--- src/rtl/ysyx_lsu_axi_master_pkg.sv ---
// Shared definitions for the LSU AXI4-Lite master: FSM state encoding and
// AXI response codes. Used by ysyx_lsu_axi_master.
package ysyx_lsu_axi_master_pkg;

    // Master FSM states; a single transaction is in flight at any time.
    typedef enum logic [2:0] {
        IDLE = 3'd0,
        RD_A = 3'd1,
        RD_D = 3'd2,
        WR_A = 3'd3,
        WR_B = 3'd4
    } lsu_state_e;

    // AXI4-Lite response codes.
    localparam logic [1:0] AXI_RESP_OKAY   = 2'b00;
    localparam logic [1:0] AXI_RESP_SLVERR = 2'b10;
    localparam logic [1:0] AXI_RESP_DECERR = 2'b11;

    // Any response other than OKAY is reported to the LSU as an error.
    function automatic logic resp_is_err(input logic [1:0] resp);
        return (resp != AXI_RESP_OKAY);
    endfunction

endpackage

--- src/rtl/ysyx_lsu_axi_master.sv ---
// LSU-to-AXI4-Lite bridge. One load or store is in flight at a time; the
// request is captured in IDLE and issued on the AXI channels the next cycle.
// All AXI and LSU outputs come straight from flops.
// Build option: define YSYX_LSU_WR_FIRST_EN to let a pending store win over a
// pending load in IDLE; by default the load wins to keep load latency low.
module ysyx_lsu_axi_master
    import ysyx_lsu_axi_master_pkg::*;
#(
    parameter int XLEN = 32
) (
    input  logic            clock,
    input  logic            reset,
    // LSU load side
    input  logic            rreq,
    input  logic [XLEN-1:0] raddr,
    output logic            rdone,
    output logic [XLEN-1:0] rdata,
    // LSU store side
    input  logic            wreq,
    input  logic [XLEN-1:0] waddr,
    input  logic [XLEN-1:0] wdata,
    input  logic [3:0]      wstrb,
    output logic            wdone,
    output logic            err,
    // AXI4-Lite read address / data
    output logic            arvalid,
    output logic [XLEN-1:0] araddr,
    input  logic            arready,
    input  logic            rvalid,
    input  logic [XLEN-1:0] m_rdata,
    input  logic [1:0]      rresp,
    output logic            rready,
    // AXI4-Lite write address / data / response
    output logic            awvalid,
    output logic [XLEN-1:0] awaddr,
    input  logic            awready,
    output logic            wvalid,
    output logic [XLEN-1:0] m_wdata,
    output logic [3:0]      m_wstrb,
    input  logic            wready,
    input  logic            bvalid,
    input  logic [1:0]      bresp,
    output logic            bready
);

    lsu_state_e      state_q,   state_d;
    logic [XLEN-1:0] addr_q,    addr_d;
    logic [XLEN-1:0] wdata_q,   wdata_d;
    logic [3:0]      wstrb_q,   wstrb_d;
    logic [XLEN-1:0] rdata_q,   rdata_d;
    logic            arvalid_q, arvalid_d;
    logic            rready_q,  rready_d;
    logic            awvalid_q, awvalid_d;
    logic            wvalid_q,  wvalid_d;
    logic            bready_q,  bready_d;
    logic            rdone_q,   rdone_d;
    logic            wdone_q,   wdone_d;
    logic            err_q,     err_d;

    logic            accept_s;
    logic            grant_wr_s;
    logic            grant_rd_s;

    // Arbitration between the load and store requesters while idle.
    always_comb begin
        // A done pulse is still visible to the LSU, whose request may not have
        // dropped yet, so nothing is accepted in that cycle.
        accept_s = (state_q == IDLE) && !rdone_q && !wdone_q;
`ifdef YSYX_LSU_WR_FIRST_EN
        grant_wr_s = accept_s && wreq;
        grant_rd_s = accept_s && rreq && !wreq;
`else
        grant_rd_s = accept_s && rreq;
        grant_wr_s = accept_s && wreq && !rreq;
`endif
    end

    // Next-state and next-output computation for the transaction FSM.
    always_comb begin
        state_d   = state_q;
        addr_d    = addr_q;
        wdata_d   = wdata_q;
        wstrb_d   = wstrb_q;
        rdata_d   = rdata_q;
        arvalid_d = arvalid_q;
        rready_d  = rready_q;
        awvalid_d = awvalid_q;
        wvalid_d  = wvalid_q;
        bready_d  = bready_q;
        rdone_d   = 1'b0;
        wdone_d   = 1'b0;
        err_d     = 1'b0;

        case (state_q)
            IDLE: begin
                if (grant_rd_s) begin
                    addr_d    = raddr;
                    arvalid_d = 1'b1;
                    state_d   = RD_A;
                end else if (grant_wr_s) begin
                    addr_d    = waddr;
                    wdata_d   = wdata;
                    wstrb_d   = wstrb;
                    awvalid_d = 1'b1;
                    wvalid_d  = 1'b1;
                    state_d   = WR_A;
                end else begin
                    state_d   = IDLE;
                end
            end
            RD_A: begin
                if (arvalid_q && arready) begin
                    arvalid_d = 1'b0;
                    rready_d  = 1'b1;
                    state_d   = RD_D;
                end else begin
                    state_d   = RD_A;
                end
            end
            RD_D: begin
                if (rvalid) begin
                    rready_d = 1'b0;
                    rdata_d  = m_rdata;
                    rdone_d  = 1'b1;
                    err_d    = resp_is_err(rresp);
                    state_d  = IDLE;
                end else begin
                    state_d  = RD_D;
                end
            end
            WR_A: begin
                // Address and data channels retire independently; both may
                // complete in the same cycle.
                awvalid_d = awvalid_q && !awready;
                wvalid_d  = wvalid_q && !wready;
                if (!awvalid_d && !wvalid_d) begin
                    bready_d = 1'b1;
                    state_d  = WR_B;
                end else begin
                    state_d  = WR_A;
                end
            end
            WR_B: begin
                if (bvalid) begin
                    bready_d = 1'b0;
                    wdone_d  = 1'b1;
                    err_d    = resp_is_err(bresp);
                    state_d  = IDLE;
                end else begin
                    state_d  = WR_B;
                end
            end
            default: begin
                arvalid_d = 1'b0;
                rready_d  = 1'b0;
                awvalid_d = 1'b0;
                wvalid_d  = 1'b0;
                bready_d  = 1'b0;
                state_d   = IDLE;
            end
        endcase
    end

    // State and output registers; reset abandons any transaction silently.
    always_ff @(posedge clock) begin
        if (reset) begin
            state_q   <= IDLE;
            addr_q    <= {XLEN{1'b0}};
            wdata_q   <= {XLEN{1'b0}};
            wstrb_q   <= 4'b0000;
            rdata_q   <= {XLEN{1'b0}};
            arvalid_q <= 1'b0;
            rready_q  <= 1'b0;
            awvalid_q <= 1'b0;
            wvalid_q  <= 1'b0;
            bready_q  <= 1'b0;
            rdone_q   <= 1'b0;
            wdone_q   <= 1'b0;
            err_q     <= 1'b0;
        end else begin
            state_q   <= state_d;
            addr_q    <= addr_d;
            wdata_q   <= wdata_d;
            wstrb_q   <= wstrb_d;
            rdata_q   <= rdata_d;
            arvalid_q <= arvalid_d;
            rready_q  <= rready_d;
            awvalid_q <= awvalid_d;
            wvalid_q  <= wvalid_d;
            bready_q  <= bready_d;
            rdone_q   <= rdone_d;
            wdone_q   <= wdone_d;
            err_q     <= err_d;
        end
    end

    assign rdone   = rdone_q;
    assign rdata   = rdata_q;
    assign wdone   = wdone_q;
    assign err     = err_q;
    assign arvalid = arvalid_q;
    assign araddr  = addr_q;
    assign rready  = rready_q;
    assign awvalid = awvalid_q;
    assign awaddr  = addr_q;
    assign wvalid  = wvalid_q;
    assign m_wdata = wdata_q;
    assign m_wstrb = wstrb_q;
    assign bready  = bready_q;

endmodule
--- config.mk ---
export PLATFORM = sky130hd
export DESIGN_NAME = ysyx_lsu_axi_master
export DESIGN_NICKNAME = d
export VERILOG_FILES = /design/src/rtl/ysyx_lsu_axi_master_pkg.sv /design/src/rtl/ysyx_lsu_axi_master.sv
export SDC_FILE = /design/constraint.sdc
export NUM_CORES = 1
export LEC_CHECK = 0
export CAP_MARGIN = 20
export CORE_MARGIN = 3
export CORE_UTILIZATION = 40
export DETAILED_ROUTE_END_ITERATION = 12
export GPL_TIMING_DRIVEN = 0
export HOLD_SLACK_MARGIN = 0.03
export PLACE_DENSITY_LB_ADDON = 0.15
export SLEW_MARGIN = 10
export SYNTH_ARGS = -nofsm -noshare
export SYNTH_HDL_FRONTEND = slang
export SYNTH_SLANG_ARGS = --single-unit
--- constraint.sdc ---
create_clock -name clock -period 3 [get_ports clock]
set_input_delay 0.6 -clock clock [delete_from_list [all_inputs] [get_ports clock]]
set_output_delay 0.6 -clock clock [all_outputs]
set_load 0.05 [all_outputs]
; ---- Word level (Yosys, flattened, before mapping)
; Index checks and enable logic that the tools add are counted.
[word_totals]
reg_bits = 111
[classes]
eq_ne = 11
n_mux = 27
n_bitwise = 7
reduce_logical = 33
[op_table]
columns = cell, count
row1 = two-way mux 32 bit, 2
row2 = one-hot mux 1 bit (3 select lines), 5
row3 = one-hot mux 3 bit (5 select lines), 1
row4 = AND reduction 3 bit, 5
row5 = "!= test 2 bit, second input constant", 7
row6 = two-way mux 1 bit, 12
row7 = OR reduction 3 bit, 4
row8 = logical AND 1 bit, 9
row9 = two-way mux 2 bit, 4
row10 = logical NOT 1 bit, 7
row11 = NOT 1 bit, 7
row12 = "== test 3 x 2 -> 1 bit, second input constant", 2
row13 = two-way mux 3 bit, 2
row14 = nonzero test 2 bit, 3
row15 = AND reduction 2 bit, 2
row16 = OR reduction 2 bit, 2
row17 = "== test 3 x 1 -> 1 bit, second input constant", 1
row18 = "== test 3 bit, second input constant", 1
row19 = logical NOT 3 bit, 1
row20 = one-hot mux 1 bit (2 select lines), 1

; ---- Logic depth before layout (Yosys ltp)
; Gate-level depths: netlist of the first run.
[logic_depth]
depth_word = 8
depth_mapped = 8
depth_no_buf = 4

; ---- Worst setup path after synthesis of the first run
; OpenSTA, ideal clock, no wires.
[synth_timing]
kind = input-to-reg
start = input port wreq
end = register addr_q[0] (netlist: araddr[0])
setup_time_ns = 0.119
arrival_time_ns = 1.887
path_slack_ns = 0.994
cell_stages = 5
path_buffers = 2
path_cell_list = or4b_4 > or3_1 > buf_2 > buf_6 > o221a_1
[synth_via]
elab_chain_cells = 4
[synth_lines]
columns = item, line_no
row1 = start: declaration, ysyx_lsu_axi_master.sv:19  ; input logic wreq,
row2 = logical AND 1 bit (2 in a row), ysyx_lsu_axi_master.sv:74  ; grant_wr_s = accept_s && wreq && !rreq;
row3 = nonzero test 2 bit (no source line), n/a
row4 = AND reduction 2 bit (no source line), n/a
row5 = end signal: assignment, ysyx_lsu_axi_master.sv:168  ; addr_q <= {XLEN{1'b0}};
row6 = end signal: assignment, ysyx_lsu_axi_master.sv:182  ; addr_q <= addr_d;
row7 = end: declaration, ysyx_lsu_axi_master.sv:47  ; logic [XLEN-1:0] addr_q, addr_d;
; Every way passes these cells.
; A chain may end at the register's enable or synchronous reset.

; ---- Final worst setup path of the first run
[layout_timing]
start = input port rreq
end = register addr_q[29] (netlist: araddr[29])
[layout_via]
elab_chain_cells = 4
[layout_lines]
columns = item, line_no
row1 = start: declaration, ysyx_lsu_axi_master.sv:14  ; input logic rreq,
row2 = logical NOT 1 bit, ysyx_lsu_axi_master.sv:74
row3 = logical AND 1 bit, ysyx_lsu_axi_master.sv:74
row4 = nonzero test 2 bit (no source line), n/a
row5 = AND reduction 2 bit (no source line), n/a
; Parallel ways exist; a longest one is shown, timed or not.

==> results of run 1 <==
-- power groups by stage --
stage	clock network [mW]	registers (mW)	logic, mW
global route	1.29	1.69	1.70
CTS	1.24	1.67	1.63
global placement	0	1.70	1.60
finish	1.21	1.67	1.62
detailed placement	0	1.70	1.62
floorplan	0	2.07	0.624
-- critical path: stages --
cell	delay (ns)
sky130_fd_sc_hd__clkdlybuf4s50_1	0.54
sky130_fd_sc_hd__or4b_2	0.65
sky130_fd_sc_hd__nor2_1	0.27
sky130_fd_sc_hd__buf_2	0.29
sky130_fd_sc_hd__a21oi_1	0.11
sky130_fd_sc_hd__o221a_1	0.14
-- synthesized netlist by cell type, drive strengths merged (2+ instances only) --
library cell    n
o2bb2ai         2
nor3b           2
o211ai          2
nor2           10
nor3            3
a21oi         105
clkbuf         22
o221a          31
or4b            2
o21ai           3
dfxtp         111
nand2         140
a2111oi         2
buf            51
a2bb2oi         2
inv            34
-- cell families after synthesis --
logic type,share of synthesized area [%]
simple gates,15.2
flops,49.4
compound gates,22.4
buf+inv,12.8
xor+xnor,0.195
-- area by class of cell --
cell class / instances / area, µm² / area share (%)
sequential: 111 / 2220 / 28.5
clock inverter: 3 / 42.5 / 0.545
inverter: 34 / 128 / 1.63
tap: 140 / 175 / 2.24
clock buffer: 12 / 256 / 3.29
buffer: 73 / 450 / 5.77
multi-input combinational: 319 / 1700 / 21.8
timing repair buffer: 283 / 2830 / 36.3
-- per-layer routing --
metal	part of all wire, %	vias up	track usage (%)
met5	0	-	0
met3	7.4	17	6.15
li1	-	2356	-
met4	1.6	0	7.69
met2	52	175	43.5
met1	39	2175	26.9
-- sequential cells by signal, indices dropped and copies added (netlist names) --
name / flops
err: 1
bready: 1
m_wdata: 32
wdone: 1
araddr: 32
awvalid: 1
rready: 1
state_q: 3
m_wstrb: 4
arvalid: 1
wvalid: 1
rdone: 1
rdata: 32
-- through the flow --
| stage | instances | total power, mW | area (µm²) |
|---|---|---|---|
| 6_report | 975 | 4.50 | 7810 |
| 5_1_grt | 975 | 4.67 | 7810 |
| 4_1_cts | 975 | 4.54 | 7810 |
| 3_5_place_dp | 960 | 3.33 | 7510 |
| 3_3_place_gp | 960 | 3.30 | 7510 |
| 2_1_floorplan | 537 | 2.70 | 4500 |
-- how the worst max path moves through the flow --
stage / from / to / cells past startpoint / slack (ns)
after floorplan: wreq / araddr[0]$_SDFFE_PP0P_ / 5 / 0.99
after global placement: rreq / araddr[25]$_SDFFE_PP0P_ / 6 / 0.29
after detailed placement: rreq / araddr[4]$_SDFFE_PP0P_ / 6 / 0.27
after CTS: rreq / araddr[4]$_SDFFE_PP0P_ / 6 / 0.63
after global routing: rreq / araddr[29]$_SDFFE_PP0P_ / 6 / 0.50
final: rreq / araddr[29]$_SDFFE_PP0P_ / 6 / 0.63
==> metrics.txt, run 1 <==
# TYPE chip_impl_metric gauge
chip_impl_metric{name="grt_pass1_wl",unit="mm"} 24.0
chip_impl_metric{name="grt.overflow.total",unit=""} 0
chip_impl_metric{name="worst-path-max-fanout",unit=""} 10
chip_impl_metric{name="maximum_number_of_pins_on_one_net_before_global_route_repair",unit=""} 17
chip_impl_metric{name="maxClockFrequency",unit="MHz"} 422
chip_impl_info{name="min_to",value="rdata[7]$_SDFFE_PP0P_"} 1
chip_impl_metric{name="post_route_cells_drive_above_1_share",unit="%"} 8.62
chip_impl_metric{name="area_of_the_mapped_netlist",unit="µm²"} 4500
chip_impl_metric{name="hold_path_depth",unit=""} 2
chip_impl_metric{name="yosys_register_bits",unit=""} 111
chip_impl_info{name="startpoint_type",value="input pin"} 1
chip_impl_metric{name="insertedDiodeCount",unit=""} 0
chip_impl_metric{name="nFillCells",unit=""} 885
chip_impl_metric{name="utilization",unit="%"} 71.4
chip_impl_metric{name="finalClockSkew",unit="ns"} 0.00710
chip_impl_metric{name="timing.final.crit_period",unit="ns"} 2.37
chip_impl_metric{name="power.sequential.fraction",unit="%"} 37.2
chip_impl_metric{name="r2r_depth",unit=""} 6
chip_impl_info{name="synthTopCellsByArea",value="sky130_fd_sc_hd__dfxtp_1 49%, sky130_fd_sc_hd__nand2_1 12%, sky130_fd_sc_hd__a21oi_1 12%"} 1
chip_impl_metric{name="fin_crit_sh",unit="%"} 79.0
chip_impl_metric{name="antenna_found_initial",unit=""} 0
chip_impl_metric{name="detailedRoute.firstIterationViolations",unit=""} 259
chip_impl_info{name="leading_cell_types_in_the_layout_fill_and_taps_excluded",value="283 x sky130_fd_sc_hd__clkdlybuf4s50_1, 140 x sky130_fd_sc_hd__nand2_1, 111 x sky130_fd_sc_hd__dfxtp_1"} 1
chip_impl_metric{name="worst_slack",unit="ns"} 0.630
chip_impl_metric{name="cap_violations",unit=""} 0
chip_impl_metric{name="route.final.wire_length",unit="mm"} 15.4
chip_impl_metric{name="syn-instance-count",unit=""} 537
chip_impl_metric{name="weighted_congestion_at_the_end_of_routability_driven_global_placement",unit=""} 0.888
chip_impl_metric{name="setup_viol_count_final",unit=""} 0
chip_impl_metric{name="postSynthAreaPerCell",unit="µm²"} 8.38
chip_impl_info{name="hold_class",value="reg2reg"} 1
chip_impl_info{name="worst_r2r_startpoint",value="state_q[2]$_SDFF_PP0_"} 1
chip_impl_info{name="post-synth-top-area-cell",value="sky130_fd_sc_hd__dfxtp_1"} 1
chip_impl_metric{name="combPwrFrac",unit="%"} 36.0
chip_impl_metric{name="synth_warnings",unit=""} 0
chip_impl_info{name="run_status",value="completed"} 1
chip_impl_info{name="timing.rr.end",value="araddr[29]$_SDFFE_PP0P_"} 1
chip_impl_metric{name="cts_max_path_buffers",unit=""} 2
chip_impl_metric{name="dieArea",unit="µm²"} 12600
chip_impl_metric{name="p_clk_share",unit="%"} 26.8
chip_impl_metric{name="synth.top_cell.area_share",unit="%"} 49.4
chip_impl_info{name="rsz0062_at_grt",value="no"} 1
chip_impl_metric{name="synth-edff-count",unit=""} 0
chip_impl_metric{name="clock-sinks",unit=""} 111
chip_impl_metric{name="synth_sequential_area_ratio",unit="%"} 49.4
chip_impl_metric{name="actual_slew_at_the_worst_max_slew_pin",unit="ns"} 0.761
chip_impl_metric{name="avgRoutedWirePerCell",unit="µm"} 15.8
chip_impl_metric{name="fin_worst_hold_slack",unit="ns"} 0.454
chip_impl_metric{name="fp.coreArea",unit="µm²"} 10900
chip_impl_metric{name="initial_utilization",unit="%"} 41.2
chip_impl_metric{name="cts_repair_resize_count",unit=""} 0
chip_impl_metric{name="timing.final.max_slew_violations",unit=""} 0
chip_impl_metric{name="hold_violations",unit=""} 0
chip_impl_metric{name="i_o_pin_count",unit=""} 285
chip_impl_metric{name="dp_worst_setup_slack",unit="ns"} 0.273
chip_impl_info{name="endpoint_type_of_the_worst_setup_path",value="register"} 1
chip_impl_metric{name="synth.distinct_cells",unit=""} 36
chip_impl_metric{name="slew-limit-headroom",unit="%"} 49.2
chip_impl_metric{name="clk_pin_slew_worst_paths",unit="ns"} 0.07
chip_impl_metric{name="remaining_drc_errors",unit=""} 0
chip_impl_metric{name="grt_util_all_layers",unit="%"} 23.7
chip_impl_metric{name="finalNetCount",unit=""} 976
chip_impl_metric{name="setup_total_negative_slack",unit="ns"} 0
chip_impl_metric{name="avgViaCountPerCell",unit=""} 4.84
chip_impl_info{name="tritoncts_clock_tree",value="yes"} 1
chip_impl_metric{name="pwr_density_cell",unit="nW/µm²"} 576
chip_impl_metric{name="synth_nets",unit=""} 682
chip_impl_metric{name="postCtsHoldBufs",unit=""} 0
chip_impl_metric{name="fp.dieH",unit="µm"} 112
chip_impl_info{name="worst-setup-path-type",value="in2reg"} 1
chip_impl_info{name="holdCritStartpoint",value="rdata[7]$_SDFFE_PP0P_"} 1
chip_impl_info{name="postSynth.topFlopCell",value="sky130_fd_sc_hd__dfxtp_1"} 1
chip_impl_metric{name="cts_made_buffers",unit=""} 9
chip_impl_metric{name="drt_pre_antenna_iters",unit=""} 4
chip_impl_metric{name="cp.required",unit="ns"} 3.23
chip_impl_metric{name="power.internal",unit="mW"} 2.94
chip_impl_metric{name="postRouteAntennaNets",unit=""} 0
chip_impl_metric{name="power.net_switching",unit="mW"} 1.56
chip_impl_metric{name="io_buffers",unit=""} 283
chip_impl_metric{name="power_leakage",unit="nW"} 2.96
chip_impl_metric{name="async_flop_share",unit="%"} 0
chip_impl_info{name="layout_commonest_cell",value="sky130_fd_sc_hd__clkdlybuf4s50_1"} 1
chip_impl_info{name="clk_root_buffer_cell",value="sky130_fd_sc_hd__clkbuf_16"} 1
chip_impl_metric{name="area_added_between_synthesis_and_finish",unit="%"} 73.5
chip_impl_metric{name="post-cts-setup-buffer-count",unit=""} 0
chip_impl_metric{name="dpl.hpwl",unit="mm"} 12.3
chip_impl_metric{name="via_count",unit=""} 4723
chip_impl_metric{name="die_x",unit="µm"} 112
chip_impl_metric{name="grt_pass1_vias",unit=""} 4603
chip_impl_metric{name="row_count",unit=""} 38
chip_impl_metric{name="setup.reg_to_reg.worst_slack",unit="ns"} 0.92
chip_impl_metric{name="switching_share",unit="%"} 34.6
chip_impl_metric{name="peakVddDrop",unit="mV"} 0.325
chip_impl_metric{name="clock_insertion_delay_worst_skew",unit="ns"} 0.34
chip_impl_metric{name="worstPathArrival",unit="ns"} 2.60
chip_impl_metric{name="htreeDepth",unit=""} 3
Power figures use the tool's default switching activity.
==> run 2, diff against run 1 <==
--- a/config.mk
+++ b/config.mk
@@ -7,7 +7,7 @@
 export LEC_CHECK = 0
 export CAP_MARGIN = 20
 export CORE_MARGIN = 3
-export CORE_UTILIZATION = 40
+export CORE_UTILIZATION = 33
 export DETAILED_ROUTE_END_ITERATION = 12
 export GPL_TIMING_DRIVEN = 0
 export HOLD_SLACK_MARGIN = 0.03
==> constraint.sdc (replaced) <==
create_clock -name clock -period 2 [get_ports clock]
set_input_delay 0.4 -clock clock [delete_from_list [all_inputs] [get_ports clock]]
set_output_delay 0.4 -clock clock [all_outputs]
set_load 0.05 [all_outputs]
==> metrics.txt, run 2 (same netlist as run 1, synthesis figures left out) <==
# TYPE chip_impl_metric gauge
chip_impl_info{name="run_status",value="completed"} 1
chip_impl_metric{name="finalNetCount",unit=""} 978
chip_impl_metric{name="clk_pin_slew_worst_paths",unit="ns"} 0.07
chip_impl_metric{name="p_clk_share",unit="%"} 29.7
chip_impl_metric{name="switching_share",unit="%"} 34.4
chip_impl_metric{name="fp.dieH",unit="µm"} 123
chip_impl_info{name="startpoint_type",value="input pin"} 1
chip_impl_info{name="timing.rr.end",value="araddr[15]$_SDFFE_PP0P_"} 1
chip_impl_metric{name="combPwrFrac",unit="%"} 34.4
chip_impl_info{name="tritoncts_clock_tree",value="yes"} 1
chip_impl_metric{name="actual_slew_at_the_worst_max_slew_pin",unit="ns"} 0.611
chip_impl_metric{name="nFillCells",unit=""} 1180
chip_impl_metric{name="die_x",unit="µm"} 123
chip_impl_info{name="setup.worst_path.start",value="wreq"} 1
chip_impl_metric{name="cts_max_path_buffers",unit=""} 2
chip_impl_metric{name="avgViaCountPerCell",unit=""} 4.69
chip_impl_metric{name="postRouteAntennaNets",unit=""} 0
chip_impl_metric{name="power.internal",unit="mW"} 4.57
chip_impl_metric{name="grt_util_all_layers",unit="%"} 19.5
chip_impl_metric{name="avgRoutedWirePerCell",unit="µm"} 15.1
chip_impl_metric{name="via_count",unit=""} 4758
chip_impl_metric{name="initial_utilization",unit="%"} 33.9
chip_impl_metric{name="remaining_drc_errors",unit=""} 0
chip_impl_metric{name="final-instance-count-excl-fill",unit=""} 1014
chip_impl_metric{name="row_count",unit=""} 42
chip_impl_metric{name="dieArea",unit="µm²"} 15100
chip_impl_info{name="worst_r2r_startpoint",value="state_q[0]$_SDFF_PP0_"} 1
chip_impl_metric{name="r2r_depth",unit=""} 5
chip_impl_metric{name="setup.reg_to_reg.worst_slack",unit="ns"} 0.09
chip_impl_metric{name="hold_violations",unit=""} 0
chip_impl_metric{name="worst-path-max-fanout",unit=""} 10
chip_impl_metric{name="htreeDepth",unit=""} 3
chip_impl_metric{name="slew-limit-headroom",unit="%"} 59.3
chip_impl_info{name="leading_cell_types_in_the_layout_fill_and_taps_excluded",value="242 x sky130_fd_sc_hd__clkdlybuf4s50_1, 140 x sky130_fd_sc_hd__nand2_1, 109 x sky130_fd_sc_hd__dfxtp_1"} 1
chip_impl_info{name="rsz0062_at_grt",value="no"} 1
chip_impl_info{name="clk_root_buffer_cell",value="sky130_fd_sc_hd__clkbuf_16"} 1
chip_impl_metric{name="timing.final.crit_period",unit="ns"} 1.96
chip_impl_metric{name="io_buffers",unit=""} 283
chip_impl_metric{name="weighted_congestion_at_the_end_of_routability_driven_global_placement",unit=""} 0.792
chip_impl_metric{name="cp.required",unit="ns"} 2.23
chip_impl_metric{name="utilization",unit="%"} 59.8
chip_impl_metric{name="cap_violations",unit=""} 0
chip_impl_metric{name="peakVddDrop",unit="mV"} 0.438
chip_impl_info{name="worst-setup-path-type",value="in2reg"} 1
chip_impl_metric{name="dp.cells",unit=""} 996
chip_impl_metric{name="grt_pass1_vias",unit=""} 4501
chip_impl_metric{name="drt_pre_antenna_iters",unit=""} 4
chip_impl_metric{name="detailedRoute.firstIterationViolations",unit=""} 156
chip_impl_metric{name="antenna_found_initial",unit=""} 0
chip_impl_metric{name="place_area",unit="µm²"} 7550
chip_impl_metric{name="power.net_switching",unit="mW"} 2.39
chip_impl_metric{name="finalClockSkew",unit="ns"} 0.00645
chip_impl_metric{name="timing.final.max_slew_violations",unit=""} 0
chip_impl_metric{name="pwr_density_cell",unit="nW/µm²"} 875
chip_impl_metric{name="area_added_between_synthesis_and_finish",unit="%"} 76.8
chip_impl_info{name="hold_class",value="reg2reg"} 1
chip_impl_metric{name="route.final.wire_length",unit="mm"} 15.4
chip_impl_metric{name="dpl.hpwl",unit="mm"} 12.1
chip_impl_metric{name="clock-sinks",unit=""} 111
chip_impl_metric{name="post_route_cells_drive_above_1_share",unit="%"} 9.79
chip_impl_metric{name="grt_pass1_wl",unit="mm"} 22.9
chip_impl_metric{name="power.sequential.fraction",unit="%"} 35.9
chip_impl_metric{name="power_leakage",unit="nW"} 3.23
chip_impl_metric{name="cts_made_buffers",unit=""} 9
chip_impl_metric{name="setup_viol_count_final",unit=""} 0
chip_impl_info{name="crit_path_end",value="araddr[15]$_SDFFE_PP0P_"} 1
chip_impl_metric{name="fp.coreArea",unit="µm²"} 13300
chip_impl_metric{name="maximum_number_of_pins_on_one_net_before_global_route_repair",unit=""} 19
chip_impl_metric{name="maxClockFrequency",unit="MHz"} 509
chip_impl_metric{name="worstPathArrival",unit="ns"} 2.20
chip_impl_metric{name="grt.overflow.total",unit=""} 0
chip_impl_metric{name="clock_insertion_delay_worst_skew",unit="ns"} 0.35
chip_impl_info{name="layout_commonest_cell",value="sky130_fd_sc_hd__clkdlybuf4s50_1"} 1
chip_impl_metric{name="i_o_pin_count",unit=""} 285
chip_impl_info{name="endpoint_type_of_the_worst_setup_path",value="register"} 1
chip_impl_metric{name="finish.instance_area",unit="µm²"} 7960
chip_impl_metric{name="insertedDiodeCount",unit=""} 0
chip_impl_metric{name="fin_crit_sh",unit="%"} 98.2
[run 2: cell count changes in the layout (fill, tap and decap cells not counted), moves of 2 or more]
cell,previous run,this run
sky130_fd_sc_hd__dfxtp_1,111,109
sky130_fd_sc_hd__clkbuf_8,2,0
sky130_fd_sc_hd__buf_4,35,42
sky130_fd_sc_hd__clkdlybuf4s50_1,283,242
sky130_fd_sc_hd__bufinv_16,1,3
sky130_fd_sc_hd__dfxtp_2,0,2
sky130_fd_sc_hd__buf_2,12,5
sky130_fd_sc_hd__inv_6,0,2
sky130_fd_sc_hd__dlygate4sd2_1,0,34
sky130_fd_sc_hd__clkbuf_1,23,21
sky130_fd_sc_hd__dlymetal6s2s_1,0,7
[run 2: power groups by stage]
stage          clock [mW]  combinational [mW]  sequential [mW]
2_1_floorplan           0               0.936             3.11
3_3_place_gp            0                2.42             2.55
3_5_place_dp            0                2.44             2.56
4_1_cts              2.13                2.41             2.50
5_1_grt              2.23                2.52             2.53
6_report             2.07                2.39             2.50
[run 2: metal layers]
metal  share of wire, %  up-vias  track usage [%]
met4                2.5        0             8.61
met3                9.6       27             6.96
met2                 50      200             33.8
met1                 38     2166             21.3
li1                   -     2365                -
met5                  0        -                0
[run 2: per-stage QoR]
step | TNS, ns | setup WS, ns | power (mW) | hold slack [ns]
floorplan | 0 | 0.0302 | 4.05 | 0.536
global placement | -40.20 | -0.536 | 4.97 | 0.441
detailed placement | -41.51 | -0.533 | 5.00 | 0.446
CTS | 0 | 0.00912 | 7.05 | 0.457
global route | 0 | 0.000401 | 7.28 | 0.471
finish | 0 | 0.0357 | 6.96 | 0.453
[run 2: worst max-delay path, cell delays in order]
cell	delay, ns
sky130_fd_sc_hd__clkdlybuf4s50_1	0.45
sky130_fd_sc_hd__or4b_4	0.49
sky130_fd_sc_hd__or3_4	0.44
sky130_fd_sc_hd__buf_6	0.18
sky130_fd_sc_hd__o221a_1	0.23
[run 2: worst min-delay path by stage]
stage / endpoint / depth (start not counted) / slack, ns / startpoint
6_report: m_wdata[3]$_SDFFE_PP0P_ / 2 / 0.45 / m_wdata[3]$_SDFFE_PP0P_
5_1_grt: rdata[22]$_SDFFE_PP0P_ / 2 / 0.47 / rdata[22]$_SDFFE_PP0P_
4_1_cts: rdata[23]$_SDFFE_PP0P_ / 2 / 0.46 / rdata[23]$_SDFFE_PP0P_
3_5_place_dp: m_wdata[13]$_SDFFE_PP0P_ / 2 / 0.45 / m_wdata[13]$_SDFFE_PP0P_
3_3_place_gp: rdata[21]$_SDFFE_PP0P_ / 2 / 0.44 / rdata[21]$_SDFFE_PP0P_
2_1_floorplan: m_wdata[0]$_SDFFE_PP0P_ / 2 / 0.54 / wdata[0]
[run 2: final cells by class]
type / count / area, µm² / area share [%]
multi-input combinational: 319 / 1730 / 21.7
buffer: 70 / 453 / 5.69
inverter: 34 / 128 / 1.60
clock inverter: 7 / 118 / 1.48
tap: 176 / 220 / 2.77
clock buffer: 9 / 225 / 2.83
sequential: 111 / 2220 / 28.0
timing repair buffer: 288 / 2860 / 35.9
[run 2: repair_timing]
action                                  4_1_cts  5_1_grt
endpoints found under the setup margin      119       71
gates resized for setup                      45       12
pin swaps                                     2        2
setup buffers                                 3        2
hold buffers                                  0        0
==> run 3, diff against run 2 <==
--- a/config.mk
+++ b/config.mk
@@ -16,3 +16,4 @@
 export SYNTH_ARGS = -nofsm -noshare
 export SYNTH_HDL_FRONTEND = slang
 export SYNTH_SLANG_ARGS = --single-unit
+export TNS_END_PERCENT = 30
==> metrics.txt, run 3 (same netlist as run 1, synthesis figures left out) <==
# TYPE chip_impl_metric gauge
chip_impl_metric{name="cts_made_buffers",unit=""} 9
chip_impl_metric{name="grt_pass1_vias",unit=""} 4497
chip_impl_info{name="cell_chain_of_the_critical_path",value="clkdlybuf4s50_1 -> or4b_4 -> or3_4 -> buf_6 -> o221a_1"} 1
chip_impl_info{name="rsz0062_at_grt",value="no"} 1
chip_impl_metric{name="avgRoutedWirePerCell",unit="µm"} 15.2
chip_impl_metric{name="finalClockSkew",unit="ns"} 0.00573
chip_impl_metric{name="drt_pre_antenna_iters",unit=""} 4
chip_impl_metric{name="clk_pin_slew_worst_paths",unit="ns"} 0.07
chip_impl_metric{name="antenna_found_initial",unit=""} 0
chip_impl_metric{name="remaining_drc_errors",unit=""} 0
chip_impl_metric{name="dp.cells",unit=""} 996
chip_impl_info{name="worst-setup-path-type",value="in2reg"} 1
chip_impl_info{name="crit_slowest_cell",value="sky130_fd_sc_hd__or4b_4"} 1
chip_impl_metric{name="clock_insertion_delay_worst_skew",unit="ns"} 0.34
chip_impl_metric{name="avgViaCountPerCell",unit=""} 4.69
chip_impl_info{name="tritoncts_clock_tree",value="yes"} 1
chip_impl_metric{name="dp_worst_setup_slack",unit="ns"} -0.533
chip_impl_metric{name="setup_viol_count_final",unit=""} 0
chip_impl_metric{name="worst-path-max-fanout",unit=""} 10
chip_impl_metric{name="cp.required",unit="ns"} 2.23
chip_impl_metric{name="peakVddDrop",unit="mV"} 0.436
chip_impl_metric{name="route.final.wire_length",unit="mm"} 15.4
chip_impl_metric{name="timing.final.crit_period",unit="ns"} 1.96
chip_impl_metric{name="postRouteAntennaNets",unit=""} 0
chip_impl_metric{name="final-instance-count-excl-fill",unit=""} 1014
chip_impl_metric{name="i_o_pin_count",unit=""} 285
chip_impl_metric{name="die_x",unit="µm"} 123
chip_impl_info{name="cpLargestDelayFamily",value="simple AND/OR/NAND/NOR gates"} 1
chip_impl_metric{name="total_power",unit="mW"} 7.00
chip_impl_metric{name="postCtsHoldBufs",unit=""} 0
chip_impl_metric{name="area_added_between_synthesis_and_finish",unit="%"} 75.9
chip_impl_metric{name="actual_slew_at_the_worst_max_slew_pin",unit="ns"} 0.613
chip_impl_metric{name="htreeDepth",unit=""} 3
chip_impl_metric{name="initial_utilization",unit="%"} 33.9
chip_impl_metric{name="cp.buffers_inverters",unit=""} 2
chip_impl_metric{name="cts_max_path_buffers",unit=""} 2
chip_impl_metric{name="finalNetCount",unit=""} 978
chip_impl_metric{name="power_leakage",unit="nW"} 3.18
chip_impl_metric{name="weighted_congestion_at_the_end_of_routability_driven_global_placement",unit=""} 0.792
chip_impl_metric{name="clock-sinks",unit=""} 111
chip_impl_metric{name="setup_total_negative_slack",unit="ns"} 0
chip_impl_info{name="leading_cell_types_in_the_layout_fill_and_taps_excluded",value="242 x sky130_fd_sc_hd__clkdlybuf4s50_1, 140 x sky130_fd_sc_hd__nand2_1, 109 x sky130_fd_sc_hd__dfxtp_1"} 1
chip_impl_metric{name="fin_crit_sh",unit="%"} 98.2
chip_impl_info{name="layout_commonest_cell",value="sky130_fd_sc_hd__clkdlybuf4s50_1"} 1
chip_impl_info{name="clk_root_buffer_cell",value="sky130_fd_sc_hd__clkbuf_16"} 1
chip_impl_metric{name="worst_slack",unit="ns"} 0.0360
chip_impl_metric{name="dpl.hpwl",unit="mm"} 12.1
chip_impl_metric{name="slew-limit-headroom",unit="%"} 59.1
chip_impl_metric{name="fp.coreArea",unit="µm²"} 13300
chip_impl_metric{name="worstPathArrival",unit="ns"} 2.20
chip_impl_metric{name="cap_violations",unit=""} 0
chip_impl_metric{name="post_route_cells_drive_above_1_share",unit="%"} 13.5
chip_impl_metric{name="hold_violations",unit=""} 0
chip_impl_metric{name="r2r_depth",unit=""} 5
chip_impl_metric{name="hold_path_depth",unit=""} 2
chip_impl_metric{name="timing.final.max_slew_violations",unit=""} 0
chip_impl_metric{name="dieArea",unit="µm²"} 15100
chip_impl_metric{name="pwr_density_cell",unit="nW/µm²"} 884
chip_impl_metric{name="via_count",unit=""} 4757
chip_impl_metric{name="maximum_number_of_pins_on_one_net_before_global_route_repair",unit=""} 19
chip_impl_info{name="run_status",value="completed"} 1
chip_impl_metric{name="critical_path_cell_count",unit=""} 5
chip_impl_info{name="endpoint_type_of_the_worst_setup_path",value="register"} 1
chip_impl_info{name="hold_class",value="reg2reg"} 1
chip_impl_metric{name="timing.critical_path.slowest_cell_delay",unit="ns"} 0.49
chip_impl_metric{name="grt_util_all_layers",unit="%"} 19.5
chip_impl_metric{name="grt.overflow.total",unit=""} 0
chip_impl_metric{name="maxClockFrequency",unit="MHz"} 509
chip_impl_metric{name="detailedRoute.firstIterationViolations",unit=""} 179
chip_impl_metric{name="io_buffers",unit=""} 283
chip_impl_metric{name="row_count",unit=""} 42
chip_impl_metric{name="grt_pass1_wl",unit="mm"} 22.9
chip_impl_metric{name="fp.dieH",unit="µm"} 123
chip_impl_metric{name="insertedDiodeCount",unit=""} 0
chip_impl_info{name="startpoint_type",value="input pin"} 1
==> run 3: cell count changes in the layout (fill, tap and decap cells not counted), sizes merged <==
cell         change
buf             +31
dlygate4sd2     -31
==> run 3: through the flow <==
stage,util (%),hold slack [ns],instance area (µm²)
2_1_floorplan,-,0.536,4500
3_3_place_gp,56.8,0.441,7550
3_5_place_dp,56.8,0.446,7550
4_1_cts,59.2,0.457,7880
5_1_grt,59.5,0.471,7920
6_report,59.5,0.453,7920
==> run 3: what timing repair did <==
action / CTS / global route
cloned: 0 / 0
setup buffers: 3 / 2
pin swaps: 2 / 2
gates resized for setup: 45 / 12
endpoints found under the setup margin: 119 / 71
==> run 3: cell type report <==
type,count,area [µm²]
Timing Repair Buffer,288,2820
Tap cell,176,220
Buffer,70,453
Clock buffer,9,225
Inverter,34,128
Clock inverter,7,118
Fill cell,1184,5380
Sequential cell,111,2220
Multi-Input combinational cell,319,1730
==> run 3: per-layer routing <==
layer	GRT usage [%]	share of wire, %
met5	0	0
met4	8.61	2.5
met3	6.96	10
met2	33.8	50
met1	21.3	38
==> run 3: worst min-delay path: stages, from the launching register on <==
cell and delay (ns):
sky130_fd_sc_hd__dfxtp_1 0.31, sky130_fd_sc_hd__nand2_1 0.05, sky130_fd_sc_hd__a21oi_1 0.05
==> run 3: final timing paths <==
path,startpoint,to,slack (ns)
min,m_wdata[3]$_SDFFE_PP0P_,m_wdata[3]$_SDFFE_PP0P_,0.45
max reg2reg,state_q[0]$_SDFF_PP0_,araddr[15]$_SDFFE_PP0P_,0.09
min reg2reg,m_wdata[3]$_SDFFE_PP0P_,m_wdata[3]$_SDFFE_PP0P_,0.45
max,wreq,araddr[15]$_SDFFE_PP0P_,0.04
==> run 3: power breakdown <==
group | switching [mW] | internal (mW)
clock network | 0.836 | 1.23
registers | 0.120 | 2.38
logic | 1.44 | 0.988
